[config.mk]
export PLATFORM = sky130hd
export DESIGN_NAME = dac_sequencer
export DESIGN_NICKNAME = d
export VERILOG_FILES = /design/src/rtl/dac_seq_pkg.sv /design/src/rtl/dac_sequencer.sv
export SDC_FILE = /design/constraint.sdc
export NUM_CORES = 1
export LEC_CHECK = 0
export BUFFER_PORTS_ARGS = -buffer_cell sky130_fd_sc_hd__buf_4
export CORE_UTILIZATION = 45
export DETAILED_ROUTE_END_ITERATION = 12
export HOLD_SLACK_MARGIN = 0.12
export REMOVE_ABC_BUFFERS = 1
export SLEW_MARGIN = 30
export SYNTH_ARGS = -nofsm -noshare
export SYNTH_HDL_FRONTEND = slang
export SYNTH_SLANG_ARGS = --single-unit
export TNS_END_PERCENT = 30
[constraint.sdc]
create_clock -name clk -period 11.2 [get_ports clk]
set_input_delay 1.68 -clock clk [delete_from_list [all_inputs] [get_ports clk]]
set_output_delay 1.68 -clock clk [all_outputs]
set_load 0.02 [all_outputs]
[src/rtl/dac_seq_pkg.sv]
// Shared definitions for the DAC playback sequencer: state encoding and default widths.
package dac_seq_pkg;

    localparam int DEF_ADDR_W = 14;
    localparam int DEF_CNT_W  = 32;
    localparam int DEF_NP_W   = 16;

    typedef enum logic [2:0] {
        IDLE  = 3'd0,
        ARMED = 3'd1,
        DELAY = 3'd2,
        PLAY  = 3'd3,
        GAP   = 3'd4,
        DONE  = 3'd5
    } state_t;

endpackage

[src/rtl/dac_sequencer.sv]
// PPS-triggered DAC waveform playback sequencer: after a PPS strobe and a
// programmable delay, plays npulse pulses of len samples, one every pri cycles.
//
// state | meaning
// ------+-----------------------------------------------------------------
// IDLE  | waiting for arm; configuration validated and captured on arm
// ARMED | configuration held, waiting for the PPS strobe
// DELAY | counting down the PPS-to-first-sample delay
// PLAY  | tx_en high, stepping dac_addr through the pulse samples
// GAP   | between pulses, waiting for the next pulse start
// DONE  | one-cycle completion pulse, then back to IDLE
module dac_sequencer
    import dac_seq_pkg::*;
#(
    parameter int ADDR_W = DEF_ADDR_W,
    parameter int CNT_W  = DEF_CNT_W,
    parameter int NP_W   = DEF_NP_W
) (
    input  logic              clk,
    input  logic              rstn,
    input  logic              arm,
    input  logic              abort,
    input  logic              pps,
    input  logic [CNT_W-1:0]  delay,
    input  logic [ADDR_W-1:0] start_addr,
    input  logic [ADDR_W-1:0] len,
    input  logic [CNT_W-1:0]  pri,
    input  logic [NP_W-1:0]   npulse,
    output logic [ADDR_W-1:0] dac_addr,
    output logic              tx_en,
    output logic              busy,
    output logic              done,
    output logic              err
);

    // pri and len differ in width; compare them zero-extended to the wider one
    localparam int MW = (CNT_W > ADDR_W) ? CNT_W : ADDR_W;

    state_t            state_q;
    logic [CNT_W-1:0]  cnt_q;     // delay countdown, then cycles left until next pulse start
    logic [ADDR_W-1:0] samp_q;    // samples left in the current pulse after this one
    logic [NP_W-1:0]   pulse_q;   // pulses left after the current one
    logic [CNT_W-1:0]  delay_q;
    logic [CNT_W-1:0]  pri_q;
    logic [ADDR_W-1:0] start_q;
    logic [ADDR_W-1:0] len_q;
    logic [ADDR_W-1:0] addr_q;
    logic              tx_en_q;
    logic              busy_q;
    logic              done_q;
    logic              err_q;

    logic              cfg_bad;
    logic              start_pulse;
    logic              next_pulse;

    assign cfg_bad = (len == '0) || (npulse == '0) || (MW'(pri) < MW'(len));

    // Decide whether the coming edge begins a pulse (first or subsequent)
    always_comb begin
        start_pulse = 1'b0;
        next_pulse  = 1'b0;
        case (state_q)
            ARMED:   start_pulse = pps && (delay_q == '0);
            DELAY:   start_pulse = (cnt_q == '0);
            PLAY:    next_pulse  = (samp_q == '0) && (pulse_q != '0) && (cnt_q == '0);
            GAP:     next_pulse  = (cnt_q == '0);
            default: start_pulse = 1'b0;
        endcase
        if (next_pulse) begin
            start_pulse = 1'b1;
        end
    end

    // Sequencer FSM with registered outputs; abort outranks everything but reset
    always_ff @(posedge clk or negedge rstn) begin
        if (!rstn) begin
            state_q <= IDLE;
            cnt_q   <= '0;
            samp_q  <= '0;
            pulse_q <= '0;
            delay_q <= '0;
            pri_q   <= '0;
            start_q <= '0;
            len_q   <= '0;
            addr_q  <= '0;
            tx_en_q <= 1'b0;
            busy_q  <= 1'b0;
            done_q  <= 1'b0;
            err_q   <= 1'b0;
        end else if (abort) begin
            state_q <= IDLE;
            tx_en_q <= 1'b0;
            busy_q  <= 1'b0;
            done_q  <= 1'b0;
        end else begin
            done_q <= 1'b0;
            case (state_q)
                IDLE: begin
                    if (arm) begin
                        if (cfg_bad) begin
                            err_q <= 1'b1;
                        end else begin
                            err_q   <= 1'b0;
                            start_q <= start_addr;
                            len_q   <= len;
                            pri_q   <= pri;
                            delay_q <= delay;
                            pulse_q <= npulse - NP_W'(1);
                            busy_q  <= 1'b1;
                            state_q <= ARMED;
                        end
                    end
                end
                ARMED: begin
                    if (pps) begin
                        // zero delay is handled by start_pulse going straight to PLAY
                        cnt_q   <= delay_q - CNT_W'(1);
                        state_q <= DELAY;
                    end
                end
                DELAY: begin
                    cnt_q <= cnt_q - CNT_W'(1);
                end
                PLAY: begin
                    cnt_q <= cnt_q - CNT_W'(1);
                    if (samp_q == '0) begin
                        tx_en_q <= 1'b0;
                        if (pulse_q == '0) begin
                            done_q  <= 1'b1;
                            state_q <= DONE;
                        end else begin
                            state_q <= GAP;
                        end
                    end else begin
                        samp_q <= samp_q - ADDR_W'(1);
                        addr_q <= addr_q + ADDR_W'(1);
                    end
                end
                GAP: begin
                    cnt_q <= cnt_q - CNT_W'(1);
                end
                DONE: begin
                    busy_q  <= 1'b0;
                    state_q <= IDLE;
                end
                default: begin
                    state_q <= IDLE;
                    tx_en_q <= 1'b0;
                    busy_q  <= 1'b0;
                end
            endcase

            if (start_pulse) begin
                state_q <= PLAY;
                tx_en_q <= 1'b1;
                addr_q  <= start_q;
                samp_q  <= len_q - ADDR_W'(1);
                cnt_q   <= pri_q - CNT_W'(1);
            end
            if (next_pulse) begin
                pulse_q <= pulse_q - NP_W'(1);
            end
        end
    end

    assign dac_addr = addr_q;
    assign tx_en    = tx_en_q;
    assign busy     = busy_q;
    assign done     = done_q;
    assign err      = err_q;

endmodule

==> Word level (Yosys, flattened, before mapping) <==
Cells that the tools add are included.
{ "totals": {"reg_bits": 175, "in_bits": 113, "out_inout_bits": 18, "wordCells": 107} }
{ "classes": {"n_addsub": 8, "order_cmp": 1, "n_eq_ne": 17, "mux": 37, "bitwise_logic": 2, "reduce_logical": 29} }
{ "op_table": {"columns": ["operator", "n"], "rows": [
  ["32-bit by 1-bit subtractor with 32-bit output, second input constant", 3],
  ["14-bit 2-to-1 mux", 6],
  ["32-bit logical NOT", 2],
  ["16-bit 2-to-1 mux", 4],
  ["32-bit 2-to-1 mux", 2],
  ["32-bit case mux with 2 select lines", 1],
  ["16-bit logical NOT", 2],
  ["32-bit by 14-bit less-than comparator with 1-bit output", 1],
  ["16-bit by 1-bit subtractor with 16-bit output, second input constant", 2],
  ["14-bit logical NOT", 2],
  ["14-bit by 1-bit subtractor with 14-bit output, second input constant", 2],
  ["3-bit 2-to-1 mux", 6],
  ["4-bit inequality test, second input constant", 4],
  ["16-bit nonzero test", 1],
  ["14-bit by 1-bit adder with 14-bit output, second input constant", 1],
  ["1-bit 2-to-1 mux", 13],
  ["3-bit case mux with 4 select lines", 1],
  ["3-bit AND reduction", 4],
  ["3-bit inequality test, second input constant", 3],
  ["1-bit case mux with 2 select lines", 4],
  ["4-bit AND reduction", 2],
  ["3-bit by 2-bit == test with 1-bit output, second input constant", 2],
  ["3-bit == test, second input constant", 2],
  ["3-bit by 1-bit inequality test with 1-bit output, second input constant", 2],
  ["other kinds (15)", 22]
]} }

==> Longest topological paths before layout <==
Gate-level depths: netlist of the first run.
{ "logic_depth": {"word_depth": 8, "depth_mapped": 19, "ltp_nobuf": 14} }

==> Worst setup path after synthesis of the first run <==
OpenSTA, ideal clock, no wires.
{ "synth_timing": {"kind": "input-to-reg", "start": "input pps", "end": "register cnt_q[18]", "setup_time_ns": 0.082, "t_arrival_ns": 4.417, "t_required_ns": 11.118, "path_slack_ns": 6.701, "path_stages": 16, "path_buffers": 3, "path_cell_list": "nand3b_1 nor4_1 nand3_1 nand2_1 clkbuf_1 buf_1 buf_2 a21oi_1 ha_1 o21ai_0 nor2_1 nand2_1 a21oi_2 nand4_1 mux2_2 a31oi_1"} }
{ "synth_between": {"elab_chain_len": 5, "elab_cells_between_ends": 7, "classes_between": "eq/ne (1); mux (3); reduce/logical (3)"} }
{ "synth_lines": {"columns": ["element", "line_no", "rtl"], "rows": [
  ["start, declared", "dac_sequencer.sv:23", "input logic pps,"],
  ["1-bit logical AND", "dac_sequencer.sv:64", "ARMED: start_pulse = pps && (delay_q == '0);"],
  ["1-bit case mux with 2 select lines", "dac_sequencer.sv:63", "case (state_q)"],
  ["1-bit 2-to-1 mux", "dac_sequencer.sv:70", "if (next_pulse) begin"],
  ["3-bit inequality test (no source line) or 3-bit nonzero test (tied branches)", null, null],
  ["3-bit AND reduction (no source line)", null, null],
  ["end signal, assigned", "dac_sequencer.sv:118", "cnt_q <= delay_q - CNT_W'(1);"],
  ["end signal, assigned", "dac_sequencer.sv:123", "cnt_q <= cnt_q - CNT_W'(1);"],
  ["end signal, assigned", "dac_sequencer.sv:126", "cnt_q <= cnt_q - CNT_W'(1);"],
  ["end, declared", "dac_sequencer.sv:40", "logic [CNT_W-1:0] cnt_q;"]
]} }
Parallel ways exist; a longest one is shown, timed or not.
A chain may end at the register's enable or synchronous reset.

==> Worst setup path after layout of the first run <==
{ "layout_timing": {"start": "register pulse_q[3]", "end": "register cnt_q[26]"} }
{ "layout_between": {"elab_chain_len": 7, "elab_cells_between_ends": 9, "classes_between": "eq/ne (1); mux (3); reduce/logical (5)"} }
{ "layout_lines": {"columns": ["element", "line_no", "rtl"], "rows": [
  ["start, declared", "dac_sequencer.sv:42", "logic [NP_W-1:0] pulse_q;"],
  ["start signal, assigned", "dac_sequencer.sv:109", "pulse_q <= npulse - NP_W'(1);"],
  ["start signal, assigned", "dac_sequencer.sv:162", "pulse_q <= pulse_q - NP_W'(1);"],
  ["16-bit nonzero test *", "dac_sequencer.sv:66", "PLAY: next_pulse = (samp_q == '0) && (pulse_q != '0) && (cnt_q == '0);"],
  ["1-bit logical AND * (2 in series)", "dac_sequencer.sv:66", null],
  ["1-bit case mux with 2 select lines *", "dac_sequencer.sv:63", null],
  ["1-bit 2-to-1 mux *", "dac_sequencer.sv:70", null],
  ["3-bit inequality test (no source line) or 3-bit nonzero test (tied branches)", null, null],
  ["3-bit AND reduction (no source line)", null, null]
]} }
Every way passes the cells marked *; elsewhere a longest branch is shown, timed or not.

==> flow_metrics.env, run 1 <==
export IMPL_core_area_sq_um=23500
export IMPL_worstSetupStartpointType="flop"
export IMPL_synth_compound_area_frac=0.193
export IMPL_clock_path_buffers=2
export IMPL_rows=56
export IMPL_syn_area_sq_um=10800
export IMPL_ctsHoldBuffers=0
export IMPL_area_growth_pct=17.8
export IMPL_power_frac_comb=0.228
export IMPL_synthAdderAreaFrac=0.0197
export IMPL_path_max_fanout=16
export IMPL_end_kind="flop"
export IMPL_fp_dieW_um=157
export IMPL_p_leak_nw=5.22
export IMPL_nNetsFinal=1443
export IMPL_grt_antenna_before_repair=0
export IMPL_status="complete, no violations"
export IMPL_power_internal_mw=1.39
export IMPL_die_h_um=157
export IMPL_grt_pass1_vias=9150
export IMPL_dp_hpwl_mm=22.7
export IMPL_clk_latency_ns=0.44
export IMPL_io_buffers=130
export IMPL_final_antenna_net_count=0
export IMPL_arrival_ns=5.34
export IMPL_dr_pass1_iters=5
export IMPL_dp_cells=1613
export IMPL_fillers=2149
export IMPL_layout_common_cells="175 x dfrtp_1, 146 x buf_4, 134 x nand2_1"
export IMPL_regToRegSetupSlack_ns=6.17
export IMPL_synth_top_family_by_area="simple AND/OR/NAND/NOR gates"
export IMPL_gr_usage_met2=0.433
export IMPL_r2r_end="cnt_q[26]"
export IMPL_share_seq_of_total_power=0.458
export IMPL_layout_drive_gt1_share=0.232
export IMPL_rr_worst_depth=14
export IMPL_finalSetupViolCount=0
export IMPL_drv_slew=0
export IMPL_drv_cap=0
export IMPL_synthMuxAreaShare=0.126
export IMPL_fmax_ghz=0.199
export IMPL_cp_cell_sequence="or3_4, nor4b_4, a311oi_2, o21ai_2, nand2_2, a221oi_1, ha_1, o21ai_0, nor2_1, nand2_1, a21oi_2, nand4_1, o31a_1, a221o_1"
export IMPL_stdcell_count=1645
export IMPL_gp_congestion=0.919
export IMPL_hp_class="flop to flop"
export IMPL_synth_top_area_frac=0.407
export IMPL_n_antenna_cell=0
export IMPL_setup_tns_ns=0
export IMPL_cts_sinks=175
export IMPL_crit_type="flop to flop"
export IMPL_finalPower_mw=2.09
export IMPL_drcViolationCount=0
export IMPL_wire_per_inst_um=19.4
export IMPL_rsz0062_at_grt="false"
export IMPL_num_io_pins=131
export IMPL_power_density_nw_per_um2=164
export IMPL_fin_crit_ns=5.03
export IMPL_synth_area_per_cell_sq_um=8.91
export IMPL_synth_xor_area_frac=0.0187
export IMPL_drtIter0Drc=899
export IMPL_synth_top_cells_by_area="dfrtp_1 41%, mux2_2 10%, nand2_1 4.7%"
export IMPL_cts_tree="built"
export IMPL_holdWs_ns=0.507
export IMPL_p_sw_frac=0.333
export IMPL_path_clk_slew_ns=0.08
export IMPL_synth_ff_type="dfrtp_1"
export IMPL_cts_resized=0
export IMPL_final_hold_viol_count=0
export IMPL_via_per_inst=5.94
export IMPL_clockPowerShare=0.314
export IMPL_grt_pass1_wl_mm=50.5
export IMPL_skew_ns=0.0141
export IMPL_reg2reg_from="pulse_q[3]"
export IMPL_grt_use_total=0.266
export IMPL_synth_cells=1209
export IMPL_max_stage_delay_ns=0.45
export IMPL_post_route_period_util=0.449
export IMPL_wl_mm=31.9
export IMPL_synthSimpleGateAreaFrac=0.203
export IMPL_routed_via_count=9768
export IMPL_synth_area_leader_cell="dfrtp_1"
export IMPL_min_from="start_q[10]"
export IMPL_hold_path_end="start_q[10]"
export IMPL_busiest_layer="met2"
export IMPL_cts_root_buf="clkbuf_16"
export IMPL_cp_slowest_cell="dfrtp_1"
export IMPL_maxSlewHeadroom=0.423
export IMPL_dieArea_sq_um=24600
export IMPL_grt_overflow_total=0
export IMPL_grt_start_max_net_pins=68
export IMPL_use_met1=0.366
export IMPL_cts_setup_buffers=0
export IMPL_ys_async_sr_fraction=1.00
export IMPL_ys_ff_latch=175
export IMPL_ys_warn_count=0
export IMPL_htreeDepth=4
export IMPL_final_common_cell="dfrtp_1"
export IMPL_start_util=0.459
export IMPL_post_route_util=0.541
export IMPL_vdd_drop_max_mv=0.0951
export IMPL_synth_edf_count=0
export IMPL_seq_area_frac_synth=0.407
export IMPL_hold_depth=1
export IMPL_use_met3=0.0321
export IMPL_worstPathRequired_ns=11.51
export IMPL_p_switching_mw=0.694
export IMPL_cts_buffers=17
export IMPL_tightest_slew_ns=0.854
export IMPL_synth_distinct_cells=81
routing by layer:
layer  vias up  routed length (um)
li1       4648                   -
met1      4763               14400
met2       316               15200
met3        41                1550
met4         0                 705
met5         -                   0
critical path: cells and delay by family, from the launching register on:
| family | cells | cell delay (ns) |
|---|---|---|
| adders and majority gates | 1 | 0.30 |
| DFF | 1 | 0.45 |
| and+or+nand+nor | 6 | 1.82 |
| AOI/OAI and AO/OA | 7 | 2.32 |
layout make-up:
| type | count | area, sq um | share of cell area |
|---|---|---|---|
| multi-input cells | 941 | 6050 | 0.477 |
| flip-flops and latches | 175 | 4380 | 0.345 |
| repair buffers | 148 | 1120 | 0.0881 |
| clock buffers | 18 | 429 | 0.0338 |
| well taps | 319 | 399 | 0.0314 |
| clock inverters | 14 | 203 | 0.0160 |
| inverters | 30 | 113 | 0.00887 |
Yosys cell counts (all sizes together), types with 21 or more instances:
library cell / n
a21oi: 84
mux2: 97
nor3: 39
dfrtp: 175
clkbuf: 52
a31oi: 24
nand2: 139
o21ai: 107
nor2: 116
mux2i: 26
nand3: 37
nor4: 33
or3: 21
inv: 30
through the flow:
step	setup WS (ns)	instance area [sq um]
floorplan	-0.153	10500
global placement	5.96	12100
detailed placement	5.83	12100
CTS	6.26	12700
global route	5.83	12700
finish	6.17	12700
logic make-up (layout without fill, tap and decap cells):
logic type	after synthesis	in the layout
flops	175	175
mux	123	123
buf+inv	93	210
simple gates	450	450
xor+xnor	23	23
fa+ha+maj	17	17
compound gates	328	328
power groups by stage:
stage,Clock [mW],Sequential (mW),Combinational [mW]
after floorplan,0,0.908,0.342
after global placement,0,0.961,0.466
after detailed placement,0,0.961,0.476
after CTS,0.665,0.952,0.477
after global routing,0.691,0.978,0.535
final,0.656,0.955,0.477
sequential cells by signal, summed over array words and instances, names as in the netlist:
signal / flops
busy: 1
cnt_q: 32
dac_addr: 14
delay_q: 32
done: 1
err: 1
len_q: 14
pri_q: 32
pulse_q: 16
samp_q: 14
start_q: 14
state_q: 3
tx_en: 1
how the worst max path moves through the flow:
stage               start           to  slack (ns)
5_1_grt        pulse_q[9]    cnt_q[26]        5.83
3_3_place_gp          pps   samp_q[10]        5.96
3_5_place_dp          pps   samp_q[10]        5.83
6_report       pulse_q[3]    cnt_q[26]        6.17
2_1_floorplan      len[9]  pulse_q[13]       -0.15
4_1_cts        pulse_q[3]    cnt_q[26]        6.26
(Power assumes the default switching activity.)
==> run 2, diff against run 1 <==
==> constraint.sdc (replaced) <==
create_clock -name clk -period 4.97 [get_ports clk]
set_input_delay 0.7455 -clock clk [delete_from_list [all_inputs] [get_ports clk]]
set_output_delay 0.7455 -clock clk [all_outputs]
set_load 0.02 [all_outputs]
==> run 2 against run 1 <==
The run now ends with design-rule violations left. Sequential power is 130% higher. Final cell count grew 0.61%. Cell area increased by 0.21%. Register-to-register slack got worse by 5.6 ns. Combinational power rose by 130%. Die area stayed put. Total power rose by 120%. Clock skew decreased by 0.0016 ns. Routed wire length grew 0.50%. Largest cell class unchanged. Highest routed layer unchanged.
==> flow_metrics.env, run 2 (synthesis results as in run 1) <==
export IMPL_grt_pass1_wl_mm=51.7
export IMPL_stdcell_count=1655
export IMPL_grt_antenna_before_repair=0
export IMPL_num_io_pins=131
export IMPL_rsz0062_at_grt="false"
export IMPL_fin_crit_ns=4.41
export IMPL_ctsHoldBuffers=0
export IMPL_fmax_ghz=0.227
export IMPL_final_antenna_net_count=0
export IMPL_violations="design-rule violations"
export IMPL_start_util=0.459
export IMPL_cts_buffers=17
export IMPL_cts_resized=0
export IMPL_post_route_util=0.542
export IMPL_grt_pass1_vias=9356
export IMPL_reg2reg_from="pulse_q[2]"
export IMPL_drv_slew=0
export IMPL_cts_sinks=175
export IMPL_layout_drive_gt1_share=0.239
export IMPL_path_buf_inv=1
export IMPL_finalPower_mw=4.58
export IMPL_wl_mm=32.1
export IMPL_power_density_nw_per_um2=360
export IMPL_max_stage_delay_ns=0.46
export IMPL_routed_via_count=9884
export IMPL_final_hold_viol_count=0
export IMPL_end_kind="flop"
export IMPL_hp_class="input pin to async pin"
export IMPL_grt_overflow_total=0
export IMPL_p_leak_nw=5.24
export IMPL_dieArea_sq_um=24600
export IMPL_post_route_period_util=0.888
export IMPL_wire_per_inst_um=19.4
export IMPL_grt_start_max_net_pins=108
export IMPL_clk_latency_ns=0.44
export IMPL_maxSlewHeadroom=0.389
export IMPL_crit_type="flop to flop"
export IMPL_fillers=2190
export IMPL_grt_use_total=0.272
export IMPL_r2r_end="cnt_q[26]"
export IMPL_cts_tree="built"
export IMPL_worstSetupStartpointType="flop"
export IMPL_die_h_um=157
export IMPL_dr_pass1_iters=11
export IMPL_arrival_ns=4.73
export IMPL_critPathTopFamily="compound AO/OA/AOI/OAI gates"
export IMPL_path_max_fanout=14
export IMPL_place_area_sq_um=12100
export IMPL_clock_path_buffers=2
export IMPL_cp_slowest_cell="dfrtp_1"
export IMPL_final_common_cell="dfrtp_1"
export IMPL_fin_area_sq_um=12700
export IMPL_gp_congestion=0.898
export IMPL_status="finished, violations left"
export IMPL_drtIter0Drc=783
export IMPL_drv_cap=0
export IMPL_dp_cells=1623
export IMPL_skew_ns=0.0125
export IMPL_worstPathRequired_ns=5.29
export IMPL_cts_setup_buffers=0
export IMPL_regArea_sq_um=4380
export IMPL_via_per_inst=5.97
export IMPL_largestRegisters="cnt_q (32), delay_q (32), pri_q (32)"
export IMPL_regToRegSetupSlack_ns=0.56
export IMPL_finalWorstSetupSlack_ns=0.558
export IMPL_vdd_drop_max_mv=0.165
export IMPL_path_clk_slew_ns=0.08
export IMPL_cp_cell_sequence="or3_4, nor4b_4, a311oi_2, o21ai_2, nand2_2, buf_4, a21oi_1, ha_1, o21ai_0, nor2_1, nand2_1, a21oi_2, nand4_1, o31a_1, a221o_1"
export IMPL_tightest_slew_ns=0.917
export IMPL_preCtsSetupSlack_ns=0.609
export IMPL_core_area_sq_um=23500
export IMPL_n_antenna_cell=0
export IMPL_io_buffers=130
export IMPL_multi_input_area_sq_um=6050
export IMPL_holdWs_ns=0.309
export IMPL_finalSetupViolCount=0
export IMPL_rows=56
export IMPL_setup_tns_ns=0
export IMPL_rr_worst_depth=15
export IMPL_area_growth_pct=18.1
export IMPL_fp_dieW_um=157
export IMPL_drcViolationCount=2
export IMPL_nNetsFinal=1453
export IMPL_cts_root_buf="clkbuf_16"
export IMPL_htreeDepth=4
export IMPL_layout_common_cells="175 x dfrtp_1, 156 x buf_4, 133 x nand2_1"
export IMPL_dp_hpwl_mm=23.1
[run 2: worst max path at each step]
stage	endpoint	cells after the start	start	slack, ns
2_1_floorplan	pulse_q[13]	11	len[9]	-5.45
3_3_place_gp	cnt_q[26]	15	pulse_q[2]	0.71
3_5_place_dp	cnt_q[26]	15	pulse_q[2]	0.61
4_1_cts	cnt_q[26]	15	pulse_q[2]	0.57
5_1_grt	cnt_q[26]	15	pulse_q[9]	0.12
6_report	cnt_q[26]	15	pulse_q[2]	0.56
[run 2: where the power goes]
part | leakage, nW | internal (mW) | switching, mW
Combinational | 2.87 | 0.537 | 0.552
Clock | 0.269 | 0.668 | 0.662
Sequential | 2.10 | 1.76 | 0.406
[run 2: layout make-up]
| type | instances | area share |
|---|---|---|
| multi-input cells | 941 | 0.476 |
| flip-flops and latches | 175 | 0.344 |
| repair buffers | 158 | 0.0945 |
| clock buffers | 17 | 0.0334 |
| well taps | 319 | 0.0314 |
| clock inverters | 15 | 0.0115 |
| inverters | 30 | 0.00885 |
[run 2: routing by layer]
metal / global-route usage / wire, um
met5: 0 / 0
met3: 0.0435 / 1830
met1: 0.369 / 14100
met2: 0.447 / 15400
met4: 0.0780 / 682
